File: src/rtl/load_store_unit_pkg.sv
// Shared ISA definitions for the core: datapath width, load/store operation
// encodings carried on req_op, and the load/store unit state encoding.
// Small helpers classify operations so every user agrees on the rules.
package load_store_unit_pkg;

  // Architectural data width (registers and data bus).
  localparam int XLEN = 32;

  // Load/store operation encodings carried on req_op.
  typedef enum logic [2:0] {
    OP_LB  = 3'd0,
    OP_LBU = 3'd1,
    OP_LH  = 3'd2,
    OP_LHU = 3'd3,
    OP_LW  = 3'd4,
    OP_SB  = 3'd5,
    OP_SH  = 3'd6,
    OP_SW  = 3'd7
  } lsu_op_e;

  // Load/store unit control states.
  typedef enum logic [1:0] {
    ST_IDLE  = 2'd0,
    ST_READ  = 2'd1,
    ST_WRITE = 2'd2,
    ST_RESP  = 2'd3
  } lsu_state_e;

  function automatic logic is_load(lsu_op_e op);
    return (op == OP_LB) || (op == OP_LBU) || (op == OP_LH) ||
           (op == OP_LHU) || (op == OP_LW);
  endfunction

  // Halfwords must sit on even addresses, words on multiples of four.
  function automatic logic is_misaligned(lsu_op_e op, logic [1:0] addr_lo);
    case (op)
      OP_LH, OP_LHU, OP_SH: return addr_lo[0];
      OP_LW, OP_SW:         return addr_lo != 2'b00;
      default:              return 1'b0;
    endcase
  endfunction

endpackage

File: src/rtl/load_store_unit_if.sv
// Bus bundle between the CPU, the load/store unit and the word-wide data memory.
//   CPU side   : req_valid/req_ready, req_op, req_addr, req_wdata,
//                resp_valid, resp_rdata, resp_fault
//   Memory side: mem_en, mem_we, mem_addr, mem_wdata, mem_rdata, mem_ack
//   Debug      : dbg_state (current control state of the unit)
// Handshake semantics: a request transfers on a rising clock edge where
// req_valid && req_ready are both 1; op/addr/wdata are taken at that edge.
// resp_valid is a one-cycle completion pulse with no back-pressure. A memory
// access is requested while mem_en is 1 and completes on the edge where
// mem_ack is 1; mem_ack is meaningless while mem_en is 0.
// Modport slave is the load/store unit; master is its environment.
interface load_store_unit_if #(
  parameter int MEM_WORDS = 1024
);
  import load_store_unit_pkg::*;

  localparam int AW = $clog2(MEM_WORDS);

  logic            req_valid;
  logic            req_ready;
  logic [2:0]      req_op;
  logic [XLEN-1:0] req_addr;
  logic [XLEN-1:0] req_wdata;
  logic            resp_valid;
  logic [XLEN-1:0] resp_rdata;
  logic            resp_fault;
  logic            mem_en;
  logic            mem_we;
  logic [AW-1:0]   mem_addr;
  logic [XLEN-1:0] mem_wdata;
  logic [XLEN-1:0] mem_rdata;
  logic            mem_ack;
  lsu_state_e      dbg_state;

  modport slave (
    input  req_valid, req_op, req_addr, req_wdata, mem_rdata, mem_ack,
    output req_ready, resp_valid, resp_rdata, resp_fault,
           mem_en, mem_we, mem_addr, mem_wdata, dbg_state
  );

  modport master (
    output req_valid, req_op, req_addr, req_wdata, mem_rdata, mem_ack,
    input  req_ready, resp_valid, resp_rdata, resp_fault,
           mem_en, mem_we, mem_addr, mem_wdata, dbg_state
  );

endinterface

File: src/rtl/load_store_unit_load_extend.sv
// load_extend: selects the byte or halfword lane addressed by addr_i within a
// little-endian word and sign- or zero-extends it according to op_i.
//   op_i     : load operation (LB/LBU/LH/LHU/LW; other codes pass the word)
//   addr_i   : low two byte-address bits
//   word_i   : full memory word
//   result_o : extended lane
module load_extend
  import load_store_unit_pkg::*;
(
  input  lsu_op_e     op_i,
  input  logic [1:0]  addr_i,
  input  logic [31:0] word_i,
  output logic [31:0] result_o
);

  logic [7:0]  byte_sel;
  logic [15:0] half_sel;

  always_comb begin
    byte_sel = word_i[{addr_i, 3'b000} +: 8];
    half_sel = addr_i[1] ? word_i[31:16] : word_i[15:0];
    result_o = word_i;
    case (op_i)
      OP_LB:   result_o = {{24{byte_sel[7]}}, byte_sel};
      OP_LBU:  result_o = {24'h0, byte_sel};
      OP_LH:   result_o = {{16{half_sel[15]}}, half_sel};
      OP_LHU:  result_o = {16'h0, half_sel};
      default: result_o = word_i;
    endcase
  end

endmodule

File: src/rtl/load_store_unit.sv
// load_store_unit: turns CPU byte/halfword/word loads and stores into accesses
// on a word-wide data memory. Sub-word stores are read-modify-write.
//   clock   : rising-edge system clock
//   reset_n : asynchronous active-low reset; abandons any access in flight
//   bus     : load_store_unit_if.slave (CPU request/response, memory port,
//             debug state)
module load_store_unit
  import load_store_unit_pkg::*;
#(
  parameter int MEM_WORDS = 1024
) (
  input logic              clock,
  input logic              reset_n,
  load_store_unit_if.slave bus
);

  localparam int AW = $clog2(MEM_WORDS);

  lsu_state_e  state_q, state_d;
  lsu_op_e     op_q, op_d;
  logic [31:0] addr_q, addr_d;
  logic [31:0] wdata_q, wdata_d;
  logic [31:0] word_q, word_d;
  logic        fault_q, fault_d;

  lsu_op_e     req_op;
  lsu_op_e     ext_op;
  logic [31:0] lane_val;
  logic [31:0] new_lane;
  logic [31:0] merged;
  logic [4:0]  lane_shift;

  // Byte address bits above the memory size only alias; they are not decoded.
  logic        unused_addr_hi;
  assign unused_addr_hi = ^addr_q[31:AW+2];

  assign req_op        = lsu_op_e'(bus.req_op);
  assign bus.dbg_state = state_q;

  // The extender serves both paths: it produces load results, and for
  // SB/SH it extracts the old lane (zero-extended) so the merge can swap it.
  always_comb begin
    ext_op = op_q;
    if (op_q == OP_SB)      ext_op = OP_LBU;
    else if (op_q == OP_SH) ext_op = OP_LHU;
  end

  load_extend u_load_extend (
    .op_i     (ext_op),
    .addr_i   (addr_q[1:0]),
    .word_i   (word_q),
    .result_o (lane_val)
  );

  // XOR out the old lane and XOR in the new one; other bytes are untouched.
  always_comb begin
    lane_shift = {addr_q[1:0], 3'b000};
    new_lane   = (op_q == OP_SB) ? {24'h0, wdata_q[7:0]} : {16'h0, wdata_q[15:0]};
    merged     = word_q ^ ((lane_val ^ new_lane) << lane_shift);
  end

  always_ff @(posedge clock or negedge reset_n) begin
    if (!reset_n) begin
      state_q <= ST_IDLE;
      op_q    <= OP_LB;
      addr_q  <= '0;
      wdata_q <= '0;
      word_q  <= '0;
      fault_q <= 1'b0;
    end else begin
      state_q <= state_d;
      op_q    <= op_d;
      addr_q  <= addr_d;
      wdata_q <= wdata_d;
      word_q  <= word_d;
      fault_q <= fault_d;
    end
  end

  always_comb begin
    state_d        = state_q;
    op_d           = op_q;
    addr_d         = addr_q;
    wdata_d        = wdata_q;
    word_d         = word_q;
    fault_d        = fault_q;
    bus.req_ready  = 1'b0;
    bus.resp_valid = 1'b0;
    bus.resp_fault = 1'b0;
    bus.resp_rdata = '0;
    bus.mem_en     = 1'b0;
    bus.mem_we     = 1'b0;
    bus.mem_addr   = '0;
    bus.mem_wdata  = '0;

    unique case (state_q)
      ST_IDLE: begin
        bus.req_ready = 1'b1;
        if (bus.req_valid) begin
          op_d    = req_op;
          addr_d  = bus.req_addr;
          wdata_d = bus.req_wdata;
          fault_d = is_misaligned(req_op, bus.req_addr[1:0]);
          if (fault_d)                state_d = ST_RESP;
          else if (req_op == OP_SW)   state_d = ST_WRITE;
          else                        state_d = ST_READ;
        end
      end

      ST_READ: begin
        bus.mem_en   = 1'b1;
        bus.mem_addr = addr_q[AW+1:2];
        if (bus.mem_ack) begin
          word_d  = bus.mem_rdata;
          state_d = is_load(op_q) ? ST_RESP : ST_WRITE;
        end
      end

      ST_WRITE: begin
        bus.mem_en    = 1'b1;
        bus.mem_we    = 1'b1;
        bus.mem_addr  = addr_q[AW+1:2];
        bus.mem_wdata = (op_q == OP_SW) ? wdata_q : merged;
        if (bus.mem_ack) state_d = ST_RESP;
      end

      ST_RESP: begin
        bus.resp_valid = 1'b1;
        bus.resp_fault = fault_q;
        if (!fault_q && is_load(op_q)) bus.resp_rdata = lane_val;
        state_d = ST_IDLE;
      end

      default: state_d = ST_IDLE;
    endcase
  end

endmodule

File: src/flat_wrapper.sv
// flat-port wrapper written by rule: the top's interface ports become plain ports
module load_store_unit_flat import load_store_unit_pkg::*;
#(
  parameter int MEM_WORDS = 1024
)
  (clock, reset_n, bus_req_valid, bus_req_op, bus_req_addr, bus_req_wdata, bus_mem_rdata, bus_mem_ack, bus_req_ready, bus_resp_valid, bus_resp_rdata, bus_resp_fault, bus_mem_en, bus_mem_we, bus_mem_addr, bus_mem_wdata, bus_dbg_state);
  load_store_unit_if #(.MEM_WORDS(MEM_WORDS)) bus_i ();
  input logic clock;
  input logic reset_n;
  input wire logic [$bits(bus_i.req_valid)-1:0] bus_req_valid;
  input wire logic [$bits(bus_i.req_op)-1:0] bus_req_op;
  input wire logic [$bits(bus_i.req_addr)-1:0] bus_req_addr;
  input wire logic [$bits(bus_i.req_wdata)-1:0] bus_req_wdata;
  input wire logic [$bits(bus_i.mem_rdata)-1:0] bus_mem_rdata;
  input wire logic [$bits(bus_i.mem_ack)-1:0] bus_mem_ack;
  output wire logic [$bits(bus_i.req_ready)-1:0] bus_req_ready;
  output wire logic [$bits(bus_i.resp_valid)-1:0] bus_resp_valid;
  output wire logic [$bits(bus_i.resp_rdata)-1:0] bus_resp_rdata;
  output wire logic [$bits(bus_i.resp_fault)-1:0] bus_resp_fault;
  output wire logic [$bits(bus_i.mem_en)-1:0] bus_mem_en;
  output wire logic [$bits(bus_i.mem_we)-1:0] bus_mem_we;
  output wire logic [$bits(bus_i.mem_addr)-1:0] bus_mem_addr;
  output wire logic [$bits(bus_i.mem_wdata)-1:0] bus_mem_wdata;
  output wire logic [$bits(bus_i.dbg_state)-1:0] bus_dbg_state;
  assign bus_i.req_valid = bus_req_valid;
  assign bus_i.req_op = bus_req_op;
  assign bus_i.req_addr = bus_req_addr;
  assign bus_i.req_wdata = bus_req_wdata;
  assign bus_i.mem_rdata = bus_mem_rdata;
  assign bus_i.mem_ack = bus_mem_ack;
  assign bus_req_ready = bus_i.req_ready;
  assign bus_resp_valid = bus_i.resp_valid;
  assign bus_resp_rdata = bus_i.resp_rdata;
  assign bus_resp_fault = bus_i.resp_fault;
  assign bus_mem_en = bus_i.mem_en;
  assign bus_mem_we = bus_i.mem_we;
  assign bus_mem_addr = bus_i.mem_addr;
  assign bus_mem_wdata = bus_i.mem_wdata;
  assign bus_dbg_state = bus_i.dbg_state;
  load_store_unit #(.MEM_WORDS(MEM_WORDS)) u_core (.clock(clock), .reset_n(reset_n), .bus(bus_i));
endmodule
File: config.mk
export PLATFORM = sky130hd
export DESIGN_NAME = load_store_unit_flat
export DESIGN_NICKNAME = d
export VERILOG_FILES = /design/src/rtl/load_store_unit_pkg.sv /design/src/rtl/load_store_unit_if.sv /design/src/rtl/load_store_unit_load_extend.sv /design/src/rtl/load_store_unit.sv /design/src/flat_wrapper.sv
export SDC_FILE = /design/constraint.sdc
export NUM_CORES = 1
export LEC_CHECK = 0
export ABC_AREA = 1
export BUFFER_PORTS_ARGS = -buffer_cell sky130_fd_sc_hd__buf_2
export CAP_MARGIN = 30
export CORE_ASPECT_RATIO = 0.6
export CORE_MARGIN = 2
export CORE_UTILIZATION = 51
export CTS_CLUSTER_DIAMETER = 100
export DETAILED_ROUTE_END_ITERATION = 10
export GPL_ROUTABILITY_DRIVEN = 0
export MAX_ROUTING_LAYER = met4
export PLACE_DENSITY_LB_ADDON = 0.15
export SLEW_MARGIN = 20
export SYNTH_ARGS = -nofsm -noshare
export SYNTH_HDL_FRONTEND = slang
export SYNTH_SLANG_ARGS = --single-unit
File: constraint.sdc
create_clock -name clock -period 2.42 [get_ports clock]
set_input_delay 0.121 -clock clock [delete_from_list [all_inputs] [get_ports clock]]
set_output_delay 0.121 -clock clock [all_outputs]
set_load 0.02 [all_outputs]
# Yosys cells after proc, flatten, opt, wreduce, memory -nomap -nowiden
# Cells that the tools add are included.
[totals] ff_bits=82 word_cells=72 input_bits=103 output_inout_bits=81
[op_classes] reduce_logical=16 muxes=25 eq_ne=21 shift=2 bitwise=2
[ops] cell="two-way mux 32 bit" n=4
[ops] cell="case mux 32 bit (4 select lines)" n=1
[ops] cell="XOR 32 bit" n=2
[ops] cell="two-way mux 16 bit" n=2
[ops] cell="variable part select 32 x 6 -> 8 bit" n=1
[ops] cell="<< shifter 32 x 5 -> 32 bit" n=1
[ops] cell="equality test 3 bit, second input constant" n=7
[ops] cell="equality test 3 x 2 -> 1 bit, second input constant" n=6
[ops] cell="two-way mux 10 bit" n=1
[ops] cell="two-way mux 2 bit" n=5
[ops] cell="two-way mux 1 bit" n=8
[ops] cell="case mux 2 bit (4 select lines)" n=1
[ops] cell="equality test 3 x 1 -> 1 bit, second input constant" n=2
[ops] cell="zero test 3 bit" n=2
[ops] cell="two-way mux 3 bit" n=2
[ops] cell="inequality test 2 bit, second input constant" n=3
[ops] cell="equality test 2 bit, second input constant" n=2
[ops] cell="logical OR 1 bit" n=4
[ops] cell="AND reduction 2 bit" n=2
[ops] cell="OR reduction 2 bit" n=2
[ops] cell="AND reduction 3 bit" n=1
[ops] cell="OR reduction 3 bit" n=1
[ops] cell="equality test 2 x 1 -> 1 bit, second input constant" n=1
[ops] cell="zero test 2 bit" n=1
[ops] cell="4 further kinds" n=4

# Logic depth before layout (Yosys ltp)
# Gate-level depths: netlist of run 1.
[logic_depth] word_depth=10 depth_mapped=18 mapped_depth_nobuf=16

# Modules after synthesis
# Synthesis of run 1 repeated with hierarchy kept, for this count alone.
[unflattened] cells_unflattened=972 area_unflattened_um2=6306.0
[modules_own_cells] module="load_store_unit" instances=1 seq_area_each_um2=2052.0 area_each_um2=5534.1 cells_per_inst=806
[modules_own_cells] module="load_extend" instances=1 seq_area_each_um2=0.0 area_each_um2=772.0 cells_per_inst=166

# Worst setup path after synthesis of run 1
# No wires, ideal clock.
[synth_timing] path_type="register to output" startpoint="register u_core.op_q[2]" endpoint="output bus_mem_wdata[7]" required_time_ns=2.299 stages_incl_launch_ff=11 arrival_time_ns=1.870 path_slack_ns=0.429 path_buffers=2 cell_sequence="dfrtp_1 > buf_4 > nand2_2 > nor2_2 > nor2_2 > buf_6 > nand2_1 > nand3_1 > a21oi_1 > nand3_1 > a31oi_1"
[synth_between] elab_chain_len=10 word_cells_on_any_way=16 cone_classes="eq/ne: 6; shift: 1; mux: 6; bitwise: 2; reduce/logical: 1"
[synth_lines] item="start: declaration" line="load_store_unit.sv:20" rtl="lsu_op_e op_q, op_d;"
[synth_lines] item="start signal: assignment" line="load_store_unit.sv:72" rtl="op_q <= op_d;"
[synth_lines] item="equality test 3 bit" line="load_store_unit.sv:45" rtl="else if (op_q == OP_SH) ext_op = OP_LHU;"
[synth_lines] item="two-way mux 3 bit" line="load_store_unit.sv:45"
[synth_lines] item="two-way mux 3 bit" line="load_store_unit.sv:44" rtl="if (op_q == OP_SB) ext_op = OP_LBU;"
[synth_lines] item="equality test 3 x 2 -> 1 bit (tied with other cells)" line="load_store_unit_load_extend.sv:23" rtl="case (op_i)"
[synth_lines] item="case mux 32 bit (4 select lines)" line="load_store_unit_load_extend.sv:23"
[synth_lines] item="XOR 32 bit" line="load_store_unit.sv:59" rtl="merged = word_q ^ ((lane_val ^ new_lane) << lane_shift);"
[synth_lines] item="<< shifter 32 x 5 -> 32 bit" line="load_store_unit.sv:59"
[synth_lines] item="XOR 32 bit" line="load_store_unit.sv:59"
[synth_lines] item="two-way mux 32 bit *" line="load_store_unit.sv:123" rtl="bus.mem_wdata = (op_q == OP_SW) ? wdata_q : merged;"
[synth_lines] item="two-way mux 32 bit *" line="load_store_unit.sv:96" rtl="unique case (state_q)"
[synth_lines] item="end: declaration" line="flat_wrapper.sv:23" rtl="output wire logic [$bits(bus_i.mem_wdata)-1:0] bus_mem_wdata;"
# Every way passes the cells marked *; elsewhere a longest branch is shown, timed or not.

# Worst setup path after layout of run 1
[layout_timing] startpoint="register u_core.addr_q[1]" endpoint="output bus_mem_wdata[16]"
[layout_between] elab_chain_len=7 word_cells_on_any_way=8 cone_classes="shift: 2; mux: 4; bitwise: 2"
[layout_lines] item="start: declaration" line="load_store_unit.sv:21" rtl="logic [31:0] addr_q, addr_d;"
[layout_lines] item="start signal: assignment" line="load_store_unit.sv:73" rtl="addr_q <= addr_d;"
[layout_lines] item="variable part select 32 x 6 -> 8 bit or two-way mux 16 bit (tied branches)" line="load_store_unit_load_extend.sv:20, load_store_unit_load_extend.sv:21"
[layout_lines] item="case mux 32 bit (4 select lines)" line="load_store_unit_load_extend.sv:23"
[layout_lines] item="XOR 32 bit" line="load_store_unit.sv:59"
[layout_lines] item="<< shifter 32 x 5 -> 32 bit *" line="load_store_unit.sv:59"
[layout_lines] item="XOR 32 bit *" line="load_store_unit.sv:59"
[layout_lines] item="two-way mux 32 bit *" line="load_store_unit.sv:123"
[layout_lines] item="two-way mux 32 bit *" line="load_store_unit.sv:96"
# Marks and branches as above.

==> impl_metrics.xml, run 1 <==
<?xml version="1.0" encoding="UTF-8"?>
<metrics>
  <group name="status">
    <metric name="outcome" unit="">finished, violations left</metric>
    <metric name="violations" unit="">negative hold slack, negative setup slack</metric>
  </group>
  <group name="die">
    <metric name="placementRows" unit="">31</metric>
    <metric name="pin_count" unit="">184</metric>
    <metric name="floorplan.die.width" unit="um">146.4</metric>
    <metric name="chipHeight" unit="um">89.43</metric>
    <metric name="core_region_area" unit="mm2">0.01195</metric>
    <metric name="floorplan_die_area" unit="mm2">0.01309</metric>
    <metric name="floorplan.initialDensity" unit="%">51.93</metric>
  </group>
  <group name="synthesis">
    <metric name="post_synth_num_cell_types" unit="">32</metric>
    <metric name="synthesis.area" unit="mm2">0.006203</metric>
    <metric name="synth_edf_count" unit="">0</metric>
    <metric name="ys.flop_type" unit="">dfrtp_1</metric>
    <metric name="synth-seq-area-share" unit="%">33.08</metric>
    <metric name="postSynthCellCount" unit="">988</metric>
    <metric name="synth_seq_cells" unit="">82</metric>
    <metric name="share_of_synthesized_registers_carrying_an_async_set_or_reset" unit="%">100.0</metric>
    <metric name="yosys_warnings" unit="">0</metric>
    <metric name="avgSynthCellArea" unit="um2">6.279</metric>
    <metric name="synth_nets" unit="">1095</metric>
  </group>
  <group name="sta">
    <metric name="period_share" unit="%">109.2</metric>
    <metric name="final.setup_skew" unit="ps">6.562</metric>
    <metric name="final.setup.worst_slack" unit="ps">-222.7</metric>
    <metric name="timing.max_slew.rel_slack" unit="%">55.77</metric>
    <metric name="achievable-frequency" unit="MHz">378.4</metric>
    <metric name="final_setup_violations" unit="">32</metric>
    <metric name="tightestPinTransition" unit="ps">661.2</metric>
    <metric name="hold_viol" unit="">2</metric>
    <metric name="report.final.slew_viol_count" unit="">0</metric>
    <metric name="final.hold.worst_slack" unit="ps">-0.6984</metric>
    <metric name="setup_repair_after_global_routing_missed_its_margin" unit="">true</metric>
    <metric name="final.min_clock_period" unit="ps">2643</metric>
  </group>
  <group name="grt">
    <metric name="grt_antenna_before_repair" unit="">0</metric>
    <metric name="grt_pass1_wl" unit="mm">34.35</metric>
    <metric name="grt.total_usage" unit="%">34.61</metric>
    <metric name="grt_overflow" unit="">0</metric>
    <metric name="grt_max_degree" unit="">38</metric>
    <metric name="vias_in_the_first_global_route" unit="">6905</metric>
  </group>
  <group name="min_path">
    <metric name="hp-class" unit="">input port to register</metric>
    <metric name="worstHoldPathCells" unit="">2</metric>
  </group>
  <group name="power">
    <metric name="vdd_ir_drop_max" unit="uV">1152</metric>
    <metric name="total_power" unit="mW">16.11</metric>
    <metric name="cellPowerDensity" unit="mW/mm2">1774</metric>
    <metric name="cellLeakagePower" unit="nW">5.001</metric>
  </group>
  <group name="cts">
    <metric name="clock_tree.root_cell" unit="">clkbuf_16</metric>
    <metric name="htree_num_levels" unit="">3</metric>
    <metric name="cts_buffers" unit="">9</metric>
    <metric name="cts_tree" unit="">yes</metric>
    <metric name="worstSkewPairLatency" unit="ps">350</metric>
    <metric name="cts_num_sinks" unit="">82</metric>
    <metric name="max-clock-path-buffers" unit="">2</metric>
    <metric name="path_clk_slew" unit="ps">70</metric>
  </group>
  <group name="route">
    <metric name="routedWlPerCell" unit="um">17.39</metric>
    <metric name="route.detailed.vias_per_inst" unit="">5.826</metric>
    <metric name="dr_total_vias" unit="">7982</metric>
    <metric name="postRouteWirelength" unit="mm">23.82</metric>
    <metric name="drtAntennaViolNets" unit="">0</metric>
    <metric name="detail_route.first_pass.iterations" unit="">9</metric>
    <metric name="initialDrtViolationCount" unit="">1064</metric>
    <metric name="post-route-drc-count" unit="">0</metric>
  </group>
  <group name="place">
    <metric name="hpwlAfterDp" unit="mm">14.58</metric>
    <metric name="port_buffers" unit="">163</metric>
    <metric name="detailed_place.area" unit="mm2">0.007254</metric>
    <metric name="dp_cells" unit="">1291</metric>
  </group>
  <group name="cells_and_area">
    <metric name="fill_cell_total_of_the_finished_layout" unit="">952</metric>
    <metric name="post_layout_net_count" unit="">1307</metric>
    <metric name="commonest_non_fill_non_tap_cell_in_the_layout" unit="">nand2_1</metric>
    <metric name="diodes" unit="">0</metric>
    <metric name="layout.core_utilization" unit="%">76.00</metric>
    <metric name="post-route-cell-area" unit="mm2">0.009079</metric>
    <metric name="area_delta_synth_final" unit="%">46.35</metric>
    <metric name="layout-drive-gt1-share" unit="%">38.42</metric>
    <metric name="finalNonFillerCells" unit="">1370</metric>
    <metric name="most-common-layout-cells" unit="">nand2_1, buf_2, nor2_1</metric>
  </group>
  <group name="worst_setup_path">
    <metric name="critPathArrivalTime" unit="ps">2520</metric>
    <metric name="timing.critical_path.slowest_cell_delay" unit="ps">520</metric>
    <metric name="crit_cells" unit="">12</metric>
    <metric name="path_cells" unit="">clkinv_4, nand3_2, nand3_4, nand3_4, nand2_2, a21oi_1, nand2_1, nand3_1, nand2_1, o21ai_2, inv_1, buf_2</metric>
    <metric name="critPathKind" unit="">register to output port</metric>
    <metric name="critPathMaxFanout" unit="">8</metric>
    <metric name="worstRegToRegCells" unit="">6</metric>
    <metric name="path_buf_inv" unit="">3</metric>
    <metric name="slowest_stage" unit="">dfrtp_2</metric>
    <metric name="start_kind" unit="">register</metric>
    <metric name="path_delay_family" unit="">simple AND/OR/NAND/NOR gates</metric>
    <metric name="cp-end-kind" unit="">output port</metric>
    <metric name="cp_required" unit="ps">2300</metric>
  </group>
  <group name="run">
    <metric name="maxCapViolations" unit="">0</metric>
  </group>
</metrics>
[flip-flops by register name (all words and copies together), names as in the netlist]
signal / cells
u_core.fault_q: 1
u_core.bus.dbg_state: 2
u_core.word_q: 32
u_core.wdata_q: 32
u_core.addr_q: 12
u_core.op_q: 3
[logic make-up (layout without fill, tap and decap cells)]
logic type      Yosys count  in the layout  share of synthesized area (%)
compound gates          129            129                          10.91
fa+ha+maj                 4              4                         0.8068
buf+inv                 167            382                          10.69
flops                    82             82                          33.08
mux                      28             28                          5.083
simple gates            578            580                          39.43
[area by class of cell]
type	instances	area, um2	area share, %
Multi-Input combinational cell	741	4225	46.54
Sequential cell	82	2058	22.67
Timing Repair Buffer	251	1852	20.40
Inverter	115	444.2	4.893
Clock buffer	9	225.2	2.481
Tap cell	165	206.4	2.274
Clock inverter	7	67.56	0.7442
[what timing repair did]
| item | 4_1_cts | 5_1_grt |
|---|---|---|
| gates cloned | 5 | 3 |
| hold buffers | 17 | 3 |
| endpoints found under the setup margin | 32 | 32 |
| buffers inserted | 16 | 19 |
| pin swaps | 9 | 69 |
| resized for setup | 77 | 170 |
| hold endpoints to repair | 47 | 3 |
[cell usage after synthesis, types with 2 or more instances]
library cell,count,share of area (%)
nand2_1,274,17
nand3_1,158,13
nor2_1,123,7.4
inv_1,110,6.7
a21oi_1,87,7.0
dfrtp_1,82,33
clkbuf_1,32,1.9
mux2_2,28,5.1
o21ai_0,21,1.7
nand4_1,9,0.91
buf_2,8,0.65
o21ai_1,8,0.65
buf_1,6,0.36
buf_4,5,0.61
inv_2,5,0.30
o211ai_1,5,0.61
ha_1,4,0.81
nand2_2,3,0.30
nand3_2,3,0.48
a21oi_2,2,0.28
a31oi_1,2,0.20
nor2_2,2,0.20
nor3_1,2,0.16
[power by group]
group | internal [mW] | total, mW | leakage, nW | switching (mW)
clock network | 0.727 | 1.40 | 0.142 | 0.670
logic | 4.50 | 12.1 | 3.94 | 7.55
registers | 2.04 | 2.66 | 0.915 | 0.620
[per-layer routing]
metal / global-route usage (%) / part of all wire, % / vias up / wire length, um
met4: 12.53 / 4.2 / 0 / 1003
met2: 53.69 / 44 / 529 / 10560
met5: - / 0 / - / 0
li1: - / - / 3625 / -
met3: 8.418 / 11 / 111 / 2689
met1: 44.72 / 40 / 3717 / 9568
[through the flow]
| step | setup slack (ps) | TNS [ps] |
|---|---|---|
| final | -222.7 | -3876 |
| after global routing | -290.4 | -7029 |
| after CTS | -44.29 | -236.4 |
| after detailed placement | 119.3 | 0 |
| after global placement | 158.4 | 0 |
| after floorplan | 429.0 | 0 |
[final timing paths]
| path | from | endpoint | slack, ps |
|---|---|---|---|
| max in group asynchronous | reset_n | u_core.addr_q[9] | 1450 |
| worst max-delay path | u_core.addr_q[1] | bus_mem_wdata[16] | -220 |
| worst max register to register | u_core.bus.dbg_state[1] | u_core.word_q[16] | 530 |
| min in group asynchronous | reset_n | u_core.fault_q | 270 |
| worst min register to register | u_core.wdata_q[24] | u_core.wdata_q[24] | 510 |
| worst min-delay path | bus_req_wdata[28] | u_core.wdata_q[28] | -0.7 |
Note: power is estimated with default switching activity, not from simulation.
==> inputs of run 2 (changes only) <==
Settings changed: CORE_UTILIZATION 51 to 53, SLEW_MARGIN 20 to default.
Clock period 2.42 ns to 2.65 ns, I/O delays scaled along.
==> impl_metrics.xml, run 2 (synthesis results as in run 1) <==
<?xml version="1.0" encoding="UTF-8"?>
<metrics>
  <group name="cts">
    <metric name="cts_num_sinks" unit="">82</metric>
    <metric name="htree_num_levels" unit="">3</metric>
    <metric name="max-clock-path-buffers" unit="">2</metric>
    <metric name="clock_tree.root_cell" unit="">clkbuf_16</metric>
    <metric name="cts_tree" unit="">yes</metric>
    <metric name="path_clk_slew" unit="ps">70</metric>
    <metric name="cts_buffers" unit="">9</metric>
    <metric name="worstSkewPairLatency" unit="ps">350</metric>
  </group>
  <group name="run">
    <metric name="maxCapViolations" unit="">0</metric>
  </group>
  <group name="route">
    <metric name="route.detailed.vias_per_inst" unit="">5.801</metric>
    <metric name="detail_route.first_pass.iterations" unit="">8</metric>
    <metric name="drtAntennaViolNets" unit="">0</metric>
    <metric name="initialDrtViolationCount" unit="">1033</metric>
    <metric name="post-route-drc-count" unit="">0</metric>
    <metric name="postRouteWirelength" unit="mm">22.34</metric>
    <metric name="dr_total_vias" unit="">7669</metric>
    <metric name="routedWlPerCell" unit="um">16.90</metric>
  </group>
  <group name="sta">
    <metric name="final_setup_violations" unit="">1</metric>
    <metric name="hold_viol" unit="">0</metric>
    <metric name="period_share" unit="%">100.8</metric>
    <metric name="report.final.slew_viol_count" unit="">0</metric>
    <metric name="final.hold.worst_slack" unit="ps">5.836</metric>
    <metric name="final.setup_skew" unit="ps">7.368</metric>
    <metric name="timing.max_slew.rel_slack" unit="%">56.99</metric>
    <metric name="final.setup.worst_slack" unit="ps">-20.29</metric>
    <metric name="tightestPinTransition" unit="ps">644.3</metric>
    <metric name="final.min_clock_period" unit="ps">2670</metric>
    <metric name="setup_repair_after_global_routing_missed_its_margin" unit="">true</metric>
    <metric name="achievable-frequency" unit="MHz">374.5</metric>
  </group>
  <group name="min_path">
    <metric name="worstHoldPathCells" unit="">2</metric>
    <metric name="hp-class" unit="">input port to register</metric>
  </group>
  <group name="status">
    <metric name="violations" unit="">negative setup slack</metric>
    <metric name="outcome" unit="">finished, violations left</metric>
  </group>
  <group name="place">
    <metric name="dp_worst_setup_slack" unit="ps">202.1</metric>
    <metric name="detailed_place.area" unit="mm2">0.007206</metric>
    <metric name="port_buffers" unit="">163</metric>
    <metric name="hpwlAfterDp" unit="mm">14.59</metric>
  </group>
  <group name="cells_and_area">
    <metric name="post_layout_net_count" unit="">1264</metric>
    <metric name="reg_top3" unit="">u_core.wdata_q (32), u_core.word_q (32), u_core.addr_q (12)</metric>
    <metric name="area_delta_synth_final" unit="%">30.46</metric>
    <metric name="diodes" unit="">0</metric>
    <metric name="layout.core_utilization" unit="%">71.39</metric>
    <metric name="commonest_non_fill_non_tap_cell_in_the_layout" unit="">nand2_1</metric>
    <metric name="layout-drive-gt1-share" unit="%">28.06</metric>
    <metric name="most-common-layout-cells" unit="">nand2_1, buf_2, nand3_1</metric>
    <metric name="post-route-cell-area" unit="mm2">0.008093</metric>
  </group>
  <group name="grt">
    <metric name="grt_pass1_wl" unit="mm">31.64</metric>
    <metric name="grt.total_usage" unit="%">33.35</metric>
    <metric name="grt_overflow" unit="">0</metric>
    <metric name="grt_antenna_before_repair" unit="">0</metric>
    <metric name="grt_max_degree" unit="">53</metric>
    <metric name="vias_in_the_first_global_route" unit="">6488</metric>
  </group>
  <group name="worst_setup_path">
    <metric name="critPathMaxFanout" unit="">8</metric>
    <metric name="path_buf_inv" unit="">3</metric>
    <metric name="critPathKind" unit="">register to output port</metric>
    <metric name="cp-end-kind" unit="">output port</metric>
    <metric name="timing.critical_path.slowest_cell_delay" unit="ps">540</metric>
    <metric name="path_delay_family" unit="">simple AND/OR/NAND/NOR gates</metric>
    <metric name="cp_required" unit="ps">2520</metric>
    <metric name="critPathArrivalTime" unit="ps">2540</metric>
    <metric name="most_common_cell_on_crit_path" unit="">nand2_1</metric>
    <metric name="worstRegToRegCells" unit="">6</metric>
    <metric name="slowest_stage" unit="">dfrtp_4</metric>
    <metric name="crit_cells" unit="">12</metric>
    <metric name="start_kind" unit="">register</metric>
    <metric name="path_cells" unit="">buf_6, nor2_1, nand2_2, nand3_4, nand2_1, a21oi_1, nand2_1, nand3_1, nand2_1, o21ai_2, inv_1, buf_2</metric>
  </group>
  <group name="power">
    <metric name="vdd_ir_drop_max" unit="uV">1178</metric>
    <metric name="cellLeakagePower" unit="nW">4.620</metric>
    <metric name="cellPowerDensity" unit="mW/mm2">1604</metric>
  </group>
  <group name="die">
    <metric name="pin_count" unit="">184</metric>
    <metric name="floorplan.die.width" unit="um">143.7</metric>
    <metric name="chipHeight" unit="um">87.80</metric>
    <metric name="placementRows" unit="">30</metric>
    <metric name="floorplan.initialDensity" unit="%">54.72</metric>
    <metric name="core_region_area" unit="mm2">0.01134</metric>
    <metric name="floorplan_die_area" unit="mm2">0.01261</metric>
  </group>
</metrics>
## run 2: per-layer routing
layer,track usage (%),up-vias,share of wire (%)
li1,-,3526,-
met1,45.80,3499,42
met2,49.18,553,43
met3,6.889,91,12
met4,11.59,0,3.2
met5,-,-,0
## run 2: power breakdown
part	leakage, nW	switching (mW)	total (mW)	internal (mW)
combinational	3.57	6.16	9.33	3.17
sequential	0.915	0.508	2.38	1.87
clock	0.138	0.614	1.28	0.663
## run 2: worst paths after layout
kind                                         startpoint                      end  slack (ps)
worst min register to register         u_core.addr_q[4]         u_core.addr_q[4]         510
max in group asynchronous                       reset_n           u_core.op_q[2]        1540
worst max-delay path                     u_core.op_q[2]        bus_mem_wdata[16]         -20
min in group asynchronous                       reset_n  u_core.bus.dbg_state[0]         320
worst min-delay path                   bus_mem_rdata[2]         u_core.word_q[2]           6
worst max register to register  u_core.bus.dbg_state[1]         u_core.word_q[4]         700
## run 2: area by class of cell
cell class / instances / area [um2]
Tap cell: 160 / 200.2
Fill cell: 1012 / 3243
Sequential cell: 82 / 2061
Multi-Input combinational cell: 743 / 3819
Clock buffer: 9 / 225.2
Timing Repair Buffer: 206 / 1275
Clock inverter: 7 / 66.31
Inverter: 115 / 446.7
## run 2: what timing repair did
action / CTS / global route
gates cloned: 1 / 5
buffers inserted: 0 / 17
endpoints found under the hold margin: 40 / 0
resized for setup: 7 / 89
setup endpoints to repair: 17 / 32
hold buffers: 1 / 0
pin swaps: 2 / 16
## run 2: metrics by stage
step,cells,total power [mW],setup TNS (ps)
after global placement,1282,10.10,0
final,1322,12.98,-20.29
after global routing,1322,13.96,-1448
after floorplan,988,8.132,0
after detailed placement,1282,10.23,0
after CTS,1300,11.61,0
